<file path="src/rtl/mips_pkg.sv">
// Shared constants, state encoding and decode helpers for the multi-cycle MIPS control path.
package mips_pkg;

    localparam logic [5:0] OP_RTYPE = 6'h00;
    localparam logic [5:0] OP_J     = 6'h02;
    localparam logic [5:0] OP_JAL   = 6'h03;
    localparam logic [5:0] OP_BEQ   = 6'h04;
    localparam logic [5:0] OP_BNE   = 6'h05;
    localparam logic [5:0] OP_ADDI  = 6'h08;
    localparam logic [5:0] OP_ANDI  = 6'h0C;
    localparam logic [5:0] OP_ORI   = 6'h0D;
    localparam logic [5:0] OP_LUI   = 6'h0F;
    localparam logic [5:0] OP_LW    = 6'h23;
    localparam logic [5:0] OP_SW    = 6'h2B;

    localparam logic [5:0] FUNCT_JR = 6'h08;

    localparam logic [2:0] ALU_ADD   = 3'd0;
    localparam logic [2:0] ALU_SUB   = 3'd1;
    localparam logic [2:0] ALU_RTYPE = 3'd2;
    localparam logic [2:0] ALU_AND   = 3'd3;
    localparam logic [2:0] ALU_OR    = 3'd4;
    localparam logic [2:0] ALU_LUI   = 3'd5;

    typedef enum logic [3:0] {
        S_FETCH    = 4'd0,
        S_DECODE   = 4'd1,
        S_EXEC_R   = 4'd2,
        S_WB_R     = 4'd3,
        S_EXEC_I   = 4'd4,
        S_WB_I     = 4'd5,
        S_MEM_ADDR = 4'd6,
        S_MEM_RD   = 4'd7,
        S_WB_MEM   = 4'd8,
        S_MEM_WR   = 4'd9,
        S_BRANCH   = 4'd10,
        S_JUMP     = 4'd11,
        S_JAL      = 4'd12,
        S_JR       = 4'd13
    } state_e;

    // Unknown opcodes map to S_FETCH; no legal opcode decodes there.
    function automatic state_e decode_next(input logic [5:0] op, input logic [5:0] fn);
        case (op)
            OP_RTYPE:                       return (fn == FUNCT_JR) ? S_JR : S_EXEC_R;
            OP_LW, OP_SW:                   return S_MEM_ADDR;
            OP_BEQ, OP_BNE:                 return S_BRANCH;
            OP_J:                           return S_JUMP;
            OP_JAL:                         return S_JAL;
            OP_ADDI, OP_ANDI, OP_ORI, OP_LUI: return S_EXEC_I;
            default:                        return S_FETCH;
        endcase
    endfunction

    function automatic logic [2:0] alu_class_i(input logic [5:0] op);
        case (op)
            OP_ANDI: return ALU_AND;
            OP_ORI:  return ALU_OR;
            OP_LUI:  return ALU_LUI;
            default: return ALU_ADD;
        endcase
    endfunction

endpackage

</file>
<file path="src/rtl/mips_mem_wait_timer.sv">
// Memory wait watchdog: counts stalled cycles, flags expiry on the LIMIT-th one.
// LIMIT = 0 never expires.
module mips_mem_wait_timer #(
    parameter int unsigned LIMIT = 15
) (
    input  logic clk,
    input  logic rst_n,
    input  logic clr_i,
    input  logic en_i,
    output logic expired_o
);
    localparam int unsigned CNT_W = (LIMIT > 1) ? $clog2(LIMIT) : 1;
    localparam logic [CNT_W-1:0] TERM = CNT_W'(LIMIT - 1);

    logic [CNT_W-1:0] cnt_q, cnt_d;

    assign expired_o = (LIMIT != 0) && en_i && (cnt_q == TERM);

    always_comb begin
        cnt_d = cnt_q;
        if (clr_i || expired_o) begin
            cnt_d = '0;
        end else if (en_i) begin
            cnt_d = cnt_q + 1'b1;
        end
    end

    always_ff @(posedge clk or negedge rst_n) begin
        if (!rst_n) begin
            cnt_q <= '0;
        end else begin
            cnt_q <= cnt_d;
        end
    end

endmodule

</file>
<file path="src/rtl/mips_multicycle_ctrl.sv">
// Multi-cycle MIPS control FSM sharing one ALU and one memory, with mem_ready stalls and timeout.
// state      | meaning
// FETCH      | read instruction at PC, PC+4; waits on mem_ready
// DECODE     | branch target into ALUOut, dispatch on opcode
// EXEC_R/I   | ALU operation for R-type / immediate ALU ops
// WB_R/I     | register write-back of ALUOut
// MEM_ADDR   | effective address for lw/sw
// MEM_RD/WR  | data access at ALUOut; waits on mem_ready
// WB_MEM     | register write-back of MDR
// BRANCH     | compare rs/rt, conditional PC load
// JUMP/JAL/JR| unconditional PC load (JAL also links)
module mips_multicycle_ctrl
    import mips_pkg::*;
#(
    parameter int          OP_W        = 6,
    parameter int          FUNCT_W     = 6,
    parameter int          ALUOP_W     = 3,
    parameter int unsigned MEM_TIMEOUT = 15
) (
    input  logic               clk,
    input  logic               reset,
    input  logic [OP_W-1:0]    opcode,
    input  logic [FUNCT_W-1:0] funct,
    input  logic               zero,
    input  logic               mem_ready,
    output logic               PCWrite,
    output logic               PCWriteCond,
    output logic               IorD,
    output logic               MemRead,
    output logic               MemWrite,
    output logic               IRWrite,
    output logic               MemtoReg,
    output logic [1:0]         RegDst,
    output logic               RegWrite,
    output logic               ALUSrcA,
    output logic [1:0]         ALUSrcB,
    output logic [1:0]         PCSource,
    output logic [ALUOP_W-1:0] ALUOp,
    output logic               WBSel,
    output logic               illegal_op,
    output logic               bus_err,
    output logic [3:0]         state_dbg
);
    state_e     state_q, state_d;
    logic [5:0] op, fn;
    logic       wait_en, tmo;

    assign op        = 6'(opcode);
    assign fn        = 6'(funct);
    assign state_dbg = state_q;
    assign wait_en   = (state_q inside {S_FETCH, S_MEM_RD, S_MEM_WR}) && !mem_ready;

    mips_mem_wait_timer #(.LIMIT(MEM_TIMEOUT)) u_timer (
        .clk       (clk),
        .rst_n     (reset),
        .clr_i     ((state_d != state_q) || tmo),
        .en_i      (wait_en),
        .expired_o (tmo)
    );

    always_ff @(posedge clk or negedge reset) begin
        if (!reset) begin
            state_q <= S_FETCH;
        end else begin
            state_q <= state_d;
        end
    end

    always_comb begin
        state_d = state_q;
        case (state_q)
            S_FETCH:    if (mem_ready) state_d = S_DECODE;
            S_DECODE:   state_d = decode_next(op, fn);
            S_EXEC_R:   state_d = S_WB_R;
            S_EXEC_I:   state_d = S_WB_I;
            S_MEM_ADDR: state_d = (op == OP_SW) ? S_MEM_WR : S_MEM_RD;
            S_MEM_RD: begin
                if (mem_ready)   state_d = S_WB_MEM;
                else if (tmo)    state_d = S_FETCH;
            end
            S_MEM_WR:   if (mem_ready || tmo) state_d = S_FETCH;
            default:    state_d = S_FETCH;
        endcase
    end

    // Everything is forced low while reset is held so no partial write commits.
    always_comb begin
        PCWrite     = 1'b0;
        PCWriteCond = 1'b0;
        IorD        = 1'b0;
        MemRead     = 1'b0;
        MemWrite    = 1'b0;
        IRWrite     = 1'b0;
        MemtoReg    = 1'b0;
        RegDst      = 2'd0;
        RegWrite    = 1'b0;
        ALUSrcA     = 1'b0;
        ALUSrcB     = 2'd0;
        PCSource    = 2'd0;
        ALUOp       = ALUOP_W'(ALU_ADD);
        WBSel       = 1'b0;
        illegal_op  = 1'b0;
        bus_err     = 1'b0;
        if (reset) begin
            case (state_q)
                S_FETCH: begin
                    MemRead = 1'b1;
                    ALUSrcB = 2'd1;
                    IRWrite = mem_ready;
                    PCWrite = mem_ready;
                    bus_err = tmo;
                end
                S_DECODE: begin
                    ALUSrcB    = 2'd3;
                    illegal_op = (decode_next(op, fn) == S_FETCH);
                end
                S_EXEC_R: begin
                    ALUSrcA = 1'b1;
                    ALUOp   = ALUOP_W'(ALU_RTYPE);
                end
                S_WB_R: begin
                    RegDst   = 2'd1;
                    RegWrite = 1'b1;
                end
                S_EXEC_I: begin
                    ALUSrcA = 1'b1;
                    ALUSrcB = 2'd2;
                    ALUOp   = ALUOP_W'(alu_class_i(op));
                end
                S_WB_I:     RegWrite = 1'b1;
                S_MEM_ADDR: begin
                    ALUSrcA = 1'b1;
                    ALUSrcB = 2'd2;
                end
                S_MEM_RD: begin
                    IorD    = 1'b1;
                    MemRead = 1'b1;
                    bus_err = tmo;
                end
                S_WB_MEM: begin
                    MemtoReg = 1'b1;
                    RegWrite = 1'b1;
                end
                S_MEM_WR: begin
                    IorD     = 1'b1;
                    MemWrite = 1'b1;
                    bus_err  = tmo;
                end
                S_BRANCH: begin
                    ALUSrcA     = 1'b1;
                    ALUOp       = ALUOP_W'(ALU_SUB);
                    PCSource    = 2'd1;
                    PCWriteCond = ((op == OP_BEQ) && zero) || ((op == OP_BNE) && !zero);
                end
                S_JUMP: begin
                    PCSource = 2'd2;
                    PCWrite  = 1'b1;
                end
                S_JAL: begin
                    PCSource = 2'd2;
                    PCWrite  = 1'b1;
                    RegDst   = 2'd2;
                    WBSel    = 1'b1;
                    RegWrite = 1'b1;
                end
                S_JR: begin
                    PCSource = 2'd3;
                    PCWrite  = 1'b1;
                end
                default: ;
            endcase
        end
    end

endmodule

</file>
<file path="config.mk">
export PLATFORM = sky130hd
export DESIGN_NAME = mips_multicycle_ctrl
export DESIGN_NICKNAME = d
export VERILOG_FILES = /design/src/rtl/mips_pkg.sv /design/src/rtl/mips_mem_wait_timer.sv /design/src/rtl/mips_multicycle_ctrl.sv
export SDC_FILE = /design/constraint.sdc
export NUM_CORES = 1
export LEC_CHECK = 0
export ABC_AREA = 1
export CAP_MARGIN = 20
export CORE_ASPECT_RATIO = 0.8
export CORE_MARGIN = 5
export CORE_UTILIZATION = 37
export DETAILED_ROUTE_END_ITERATION = 10
export PLACE_DENSITY = 0.75
export REMOVE_ABC_BUFFERS = 1
export SYNTH_ARGS = -nofsm -noshare
export SYNTH_HDL_FRONTEND = slang
export SYNTH_SLANG_ARGS = --single-unit
</file>
<file path="constraint.sdc">
create_clock -name clk -period 1.7 [get_ports clk]
set_input_delay 0.17 -clock clk [delete_from_list [all_inputs] [get_ports clk]]
set_output_delay 0.17 -clock clk [all_outputs]
set_load 0.02 [all_outputs]
</file>
==> impl_metrics.csv <==
group,metric,value,unit
grt,grt_antenna_before_repair,0,
route,drt-vias-per-instance,5.036,
clocking,insertion_delay,0.25,ns
floorplanning,coreArea,2442,sq um
floorplanning,die_y,55.20,um
finish,diodes,0,
setup_path,worstPathArrival,1.60,ns
clocking,root_buffer,"clkbuf_4",
sta,setup-tns-final,-0.2782,ns
floorplanning,die_x,66.49,um
pwr,power.switching,1030,uW
sta,drv_slew,0,
route,wirelength,3.835,mm
clocking,htreeDepth,1,
route,drt-met1-wl,1.538,mm
sta,finalClockSkew,0.005074,ns
setup_path,critical_path_class,"reg -> out",
finish,drive_above_1_share,50.41,%
synth,seq_area_frac_synth,21.19,%
pwr,peakVddDrop,672.0,uV
route,vias,1410,
pwr,finalPower,2171,uW
finish,utilization,76.84,%
route,wl_per_cell,13.70,um
setup_path,reg2reg_from,"state_dbg[2]",
grt,grt-ovfl-total,0,
setup_path,setup.worst_path.start_class,"register",
job,maxCapViolCount,0,
synth,synth_top_area_share,21.19,%
grt,grt_pass1_vias,1333,
pwr,p_per_area,1157,nW/um^2
synth,synthTopCellsByArea,"dfrtp_1 (21%), nand2_1 (9.9%), nor2_1 (9.9%)",
finish,seqCellArea,205.2,sq um
clocking,cts_sinks,8,
setup_path,r2r-end,"u_timer.cnt_q[2]",
sta,final-setup-viol-count,7,
clocking,cts_buffers,3,
finish,final_cells,280,
finish,fillers,172,
sta,worst_slew_pin_slew,0.3155,ns
finish,final_common_cell,"buf_4",
placement,place_congestion,0.8936,
setup_path,crit_required,1.53,ns
setup_path,r2r_cells,12,
pwr,leakage,0.001008,uW
synth,synth_warnings,0,
route,met3_length,230,um
sta,rsz0062_at_grt,"true",
min_path,hold_path.class,"in -> async",
grt,grt_usage,19.69,%
route,drt-initial-drc-count,78,
pwr,clkPwrFrac,6.7,%
synth,avgSynthCellArea,6.340,sq um
finish,nNetsFinal,264,
outcome,status,"finished with violations",
setup_path,worst_setup_path_end_kind,"output pin",
sta,layout_setup_ws,-0.07129,ns
synth,synth-seq-cells,8,
grt,grt_first_pass_wirelength,5.554,mm
pwr,internal_power,1141,uW
setup_path,path_max_fanout,4,
clocking,cts_tree,"yes",
floorplanning,initial_core_util,38.68,%
grt,grt_max_degree,9,
sta,finalHoldViolCount,0,
sta,fmax,564.6,MHz
floorplanning,die_area,3670,sq um
placement,io_buffer_count,40,
route,met2WireLength,2.000,mm
pwr,switching_share,47.45,%
placement,place_ws,-0.4790,ns
sta,period_minus_slack,1.771,ns
setup_path,reg2reg_setup_slack,-0.04,ns
synth,syn-cell-area,944.7,sq um
floorplanning,io_pins,41,
synth,synth_cells,149,
pwr,comb_power_share,77.0,%
placement,dp_hpwl,2.916,mm
finish,synthToLayoutAreaGrowth,98.68,%
synth,yosys.area.top_type,"dfrtp_1",
route,top_layer,"met4",
synth,synth.distinct_cells,34,
route,final_antenna_net_count,0,
clocking,clockBufferDepth,2,
floorplanning,rows,16,
finish,multi_input_area,744.5,sq um
outcome,violations,"setup timing",
pwr,sequentialPowerShare,16.3,%
route,dr.pass1.iters,4,
finish,final_cell_mix,"buf_4 (55), nand2_1 (22), nor2_1 (21)",
clocking,clk_pin_slew,0.06,ns
sta,finalCritPeriodShare,104.2,%
placement,dp_cells,271,
route,drc,0,
sta,slew_headroom,78.94,%
-- metrics by stage --
step	hold WS [ns]	area, sq um
floorplan	-0.1256	933.4
finish	0.2904	1877
global route	0.2890	1877
CTS	0.2787	1745
detailed placement	0.5439	1739
global placement	0.5126	1739
-- state kept, by name (all words and copies together), names as in the netlist --
register	flops
state_dbg	4
u_timer.cnt_q	4
-- per-layer routing --
layer / track usage (%) / vias up
met2: 37.89 / 52
li1: - / 684
met3: 3.434 / 10
met5: 0 / -
met1: 21.99 / 664
met4: 7.432 / 0
-- power by group through the flow --
stage	Sequential (uW)	Combinational, uW	Clock [uW]
6_report	353	1670	145
5_1_grt	363	1800	162
4_1_cts	332	1480	148
3_5_place_dp	323	1470	0
3_3_place_gp	316	1420	0
2_1_floorplan	377	634	0
-- layout make-up --
cell class | instances | share of cell area [%]
well taps | 36 | 2.400
repair buffers | 94 | 41.07
flip-flops and latches | 8 | 10.93
clock buffers | 3 | 1.200
inverters | 23 | 4.733
multi-input cells | 116 | 39.67
-- worst max-delay path by stage --
| stage | start | end | slack [ns] |
|---|---|---|---|
| 6_report | state_dbg[1] | ALUOp[0] | -0.07 |
| 4_1_cts | state_dbg[0] | ALUOp[0] | -0.08 |
| 3_3_place_gp | opcode[5] | illegal_op | -0.42 |
| 5_1_grt | state_dbg[2] | u_timer.cnt_q[3] | -0.13 |
| 3_5_place_dp | opcode[2] | illegal_op | -0.48 |
| 2_1_floorplan | state_dbg[1] | RegDst[1] | -0.15 |
-- critical path, stage by stage (launching register included) --
cell and delay, ns:
dfrtp_2 0.42, buf_6 0.12, inv_4 0.03, nor2_4 0.13, nand2_2 0.08, inv_2 0.07, o21ai_2 0.07, o31ai_1 0.23
buf_2 0.20
-- synth_stat cells, drive strengths merged --
master    n
xnor2     1
inv      23
a22oi     1
nor4      2
nand3    18
o2111ai   1
xor2      1
nor2     31
dfrtp     8
nand4     4
a21oi     6
nor3      2
o31ai     1
nor3b     1
nand2    29
and3      1
o21ai     7
a31oi     3
a211oi    1
buf       2
ha        2
nand3b    1
or2       2
o211ai    1
-- what timing repair did --
action | 4_1_cts | 5_1_grt
resized for setup | 95 | 56
setup endpoints to repair | 25 | 22
buffers inserted | 2 | 5
hold buffers | 0 | 0
pin swaps | 1 | 17
-- cell families (layout without fill, tap and decap cells) --
logic type                 after synthesis  in the layout  share of synthesized area [%]
xor gates and xnor gates                 2              2                          1.855
DFF                                      8              8                          21.19
and+or+nand+nor                         91             91                          50.20
buffers and inverters                   25            120                          10.33
AOI/OAI and AO/OA                       21             21                          13.78
adders and majority gates                2              2                          2.649
(Power assumes the default switching activity.)
==> RTL change (same settings) <==
Change the parameter `ALUOP_W` from 3 to 5.
--- a/src/rtl/mips_multicycle_ctrl.sv
+++ b/src/rtl/mips_multicycle_ctrl.sv
@@ -14,7 +14,7 @@
 #(
     parameter int          OP_W        = 6,
     parameter int          FUNCT_W     = 6,
-    parameter int          ALUOP_W     = 3,
+    parameter int          ALUOP_W     = 5,
     parameter int unsigned MEM_TIMEOUT = 15
 ) (
     input  logic               clk,
Ports: changed (resized ALUOp); port bits go from 41 to 43. The function was not compared with the original's and may differ.
==> RTL change against the unedited design <==
  * The flow still finishes with violations (negative setup slack)
  * Design area down 3.9%
  * Sequential cell count unchanged
  * Total power down 6.3%
  * Wire length down 7.5%
  * Area after synthesis up 2.0%
  * Count of clock-buffer cells in the layout unchanged
  * Global-route usage down 1.8 points
  * Synthesized cell count up 2.0%
  * Largest power group unchanged
  * Setup slack better by 54 ps
  * Cell count down 1.8%
  * Register-to-register slack better by 40 ps
==> RTL change: results (changes against the unedited design) <==
The sequential fraction of the synthesis area was 20.8% (was 21.2%). The worst clock skew is 12.5 ps (was 5.07 ps). The detailed placement HPWL was 2850 um (was 2920 um). The maximum vdd ir drop is 0.636 mV (was 0.672 mV). The number of CTS-inserted buffers is 3 (unchanged). The global router's overall resource usage is 17.9% (was 19.7%). Violations in the final reports: negative setup slack (unchanged).

The post-layout net count is 259 (was 264). The final worst-path setup slack came out at -17.3 ps (was -71.3 ps). The pin count of the biggest net entering global routing came out at 11 (was 9). The critical path arrival was 1550 ps (was 1600 ps). The routability congestion estimate from global placement is 0.873 (was 0.894). The final number of setup-violating endpoints is 4 (was 7). The number of global-route vias before repair came out at 1255 (was 1333). The cell area reported after detailed placement was 0.00172 mm^2 (was 0.00174 mm^2).

The detailed-route wire length per cell is 12.9 um (was 13.7 um). The master cell of the clock root buffer is clkbuf_4 (unchanged). The critical path's top delay family is simple AND/OR/NAND/NOR gates (was buffers and inverters). The compound-gate portion of the synthesized area is 13.5% (was 13.8%).

Leading post-synthesis cells by cell area: dfrtp_1 21%, nand2_1 9.7%, nor2_1 9.7%, inv_1 7.4%, nand3_1 6.8% (was dfrtp_1 21%, nand2_1 9.9%, nor2_1 9.9%, inv_1 7.5%, nand3_1 6.9%). The number of distinct library cells after synthesis came out at 35 (was 34). The xor and xnor area share after synthesis is 1.82% (was 1.85%). The average instance area after synthesis came out at 6.34 um^2 (about the same). The delay contributed by the slowest stage of the critical path came to 450 ps (was 420 ps). The share of final-layout standard cells stronger than drive strength 1 is 48.1% (was 50.4%). The detailed-route vias per instance came out at 4.92 (was 5.04). The global-route wire length before repair came out at 5380 um (was 5550 um). Outcome: finished with violations (unchanged). The fraction of the mapped netlist area in adder cells was 2.60% (was 2.65%). The placed cell count is 269 (was 271). The leakage power summed over all cells came out at 0.998 nW (was 1.01 nW).
==> RTL change: cell types whose count changed after synthesis, sizes merged <==
cell and delta:
conb +1, buf +2
==> RTL change: per-stage QoR <==
step,setup slack (ps),TNS [ps]
5_1_grt,-129,-844
4_1_cts,-78.3,-162
6_report,-17.3,-45.3
3_5_place_dp,-531,-7170
3_3_place_gp,-436,-5980
2_1_floorplan,-150,-523
==> RTL change: worst paths after layout <==
check,start,end,slack [ps],depth (start not counted)
min in group clk,u_timer.cnt_q[0]$_DFFE_PN0P_,u_timer.cnt_q[0]$_DFFE_PN0P_,530,2
hold reg to reg,u_timer.cnt_q[0]$_DFFE_PN0P_,u_timer.cnt_q[0]$_DFFE_PN0P_,530,2
setup reg to reg,state_dbg[3]$_DFF_PN0_,u_timer.cnt_q[2]$_DFFE_PN0P_,0,13
setup / recovery,state_dbg[3]$_DFF_PN0_,bus_err,-20,8
hold / removal,reset,state_dbg[2]$_DFF_PN0_,310,2
max in group asynchronous,reset,state_dbg[0]$_DFF_PN0_,1220,2
==> RTL change: metal layers <==
| metal | up-vias | part of all wire [%] | track usage, % | routed length, um |
|---|---|---|---|---|
| met2 | 50 | 52 | 32.6 | 1840 |
| met5 | - | 0 | 0 | 0 |
| met4 | 0 | 0.79 | 2.60 | 28 |
| met1 | 624 | 41 | 21.2 | 1470 |
| li1 | 674 | - | - | - |
| met3 | 4 | 5.7 | 4.04 | 203 |
==> RTL change: layout make-up <==
type,instances,area (um^2)
Clock buffer,3,22.5
Fill cell,199,658
Inverter,23,86.3
Multi-Input combinational cell,118,736
Sequential cell,8,205
Tap cell,36,45.0
Timing Repair Buffer,87,709
==> RTL change: cell families after synthesis <==
| logic type | after synthesis |
|---|---|
| adders and majority gates | 2 |
| DFF | 8 |
| other | 1 |
| AOI/OAI and AO/OA | 21 |
| xor gates and xnor gates | 2 |
| buffers and inverters | 27 |
| and+or+nand+nor | 91 |
==> RTL change: report_power, final <==
part	leakage (nW)	switching, mW	internal [mW]	total (mW)
sequential	0.101	0.0930	0.261	0.354
combinational	0.883	0.811	0.724	1.53
clock	0.0138	0.0642	0.0808	0.145
==> RTL change: worst register-to-register path, stage by stage (launching register included) <==
cell and delay (ps):
dfrtp_2 450, buf_6 130, inv_2 40, nor2_4 150
nand2_2 110, nand3_2 90, nand3_4 60, buf_6 130
nand3_2 70, nand3_2 80, nand2_2 60, nor2_2 30
nand3_2 110, nor2_1 50
==> RTL change: timing repair <==
action / CTS / global route
setup endpoints to repair: 25 / 25
setup buffers: 1 / 2
hold buffers: 0 / 0
resized for setup: 95 / 45
pin swaps: 3 / 10
gates cloned: 0 / 0
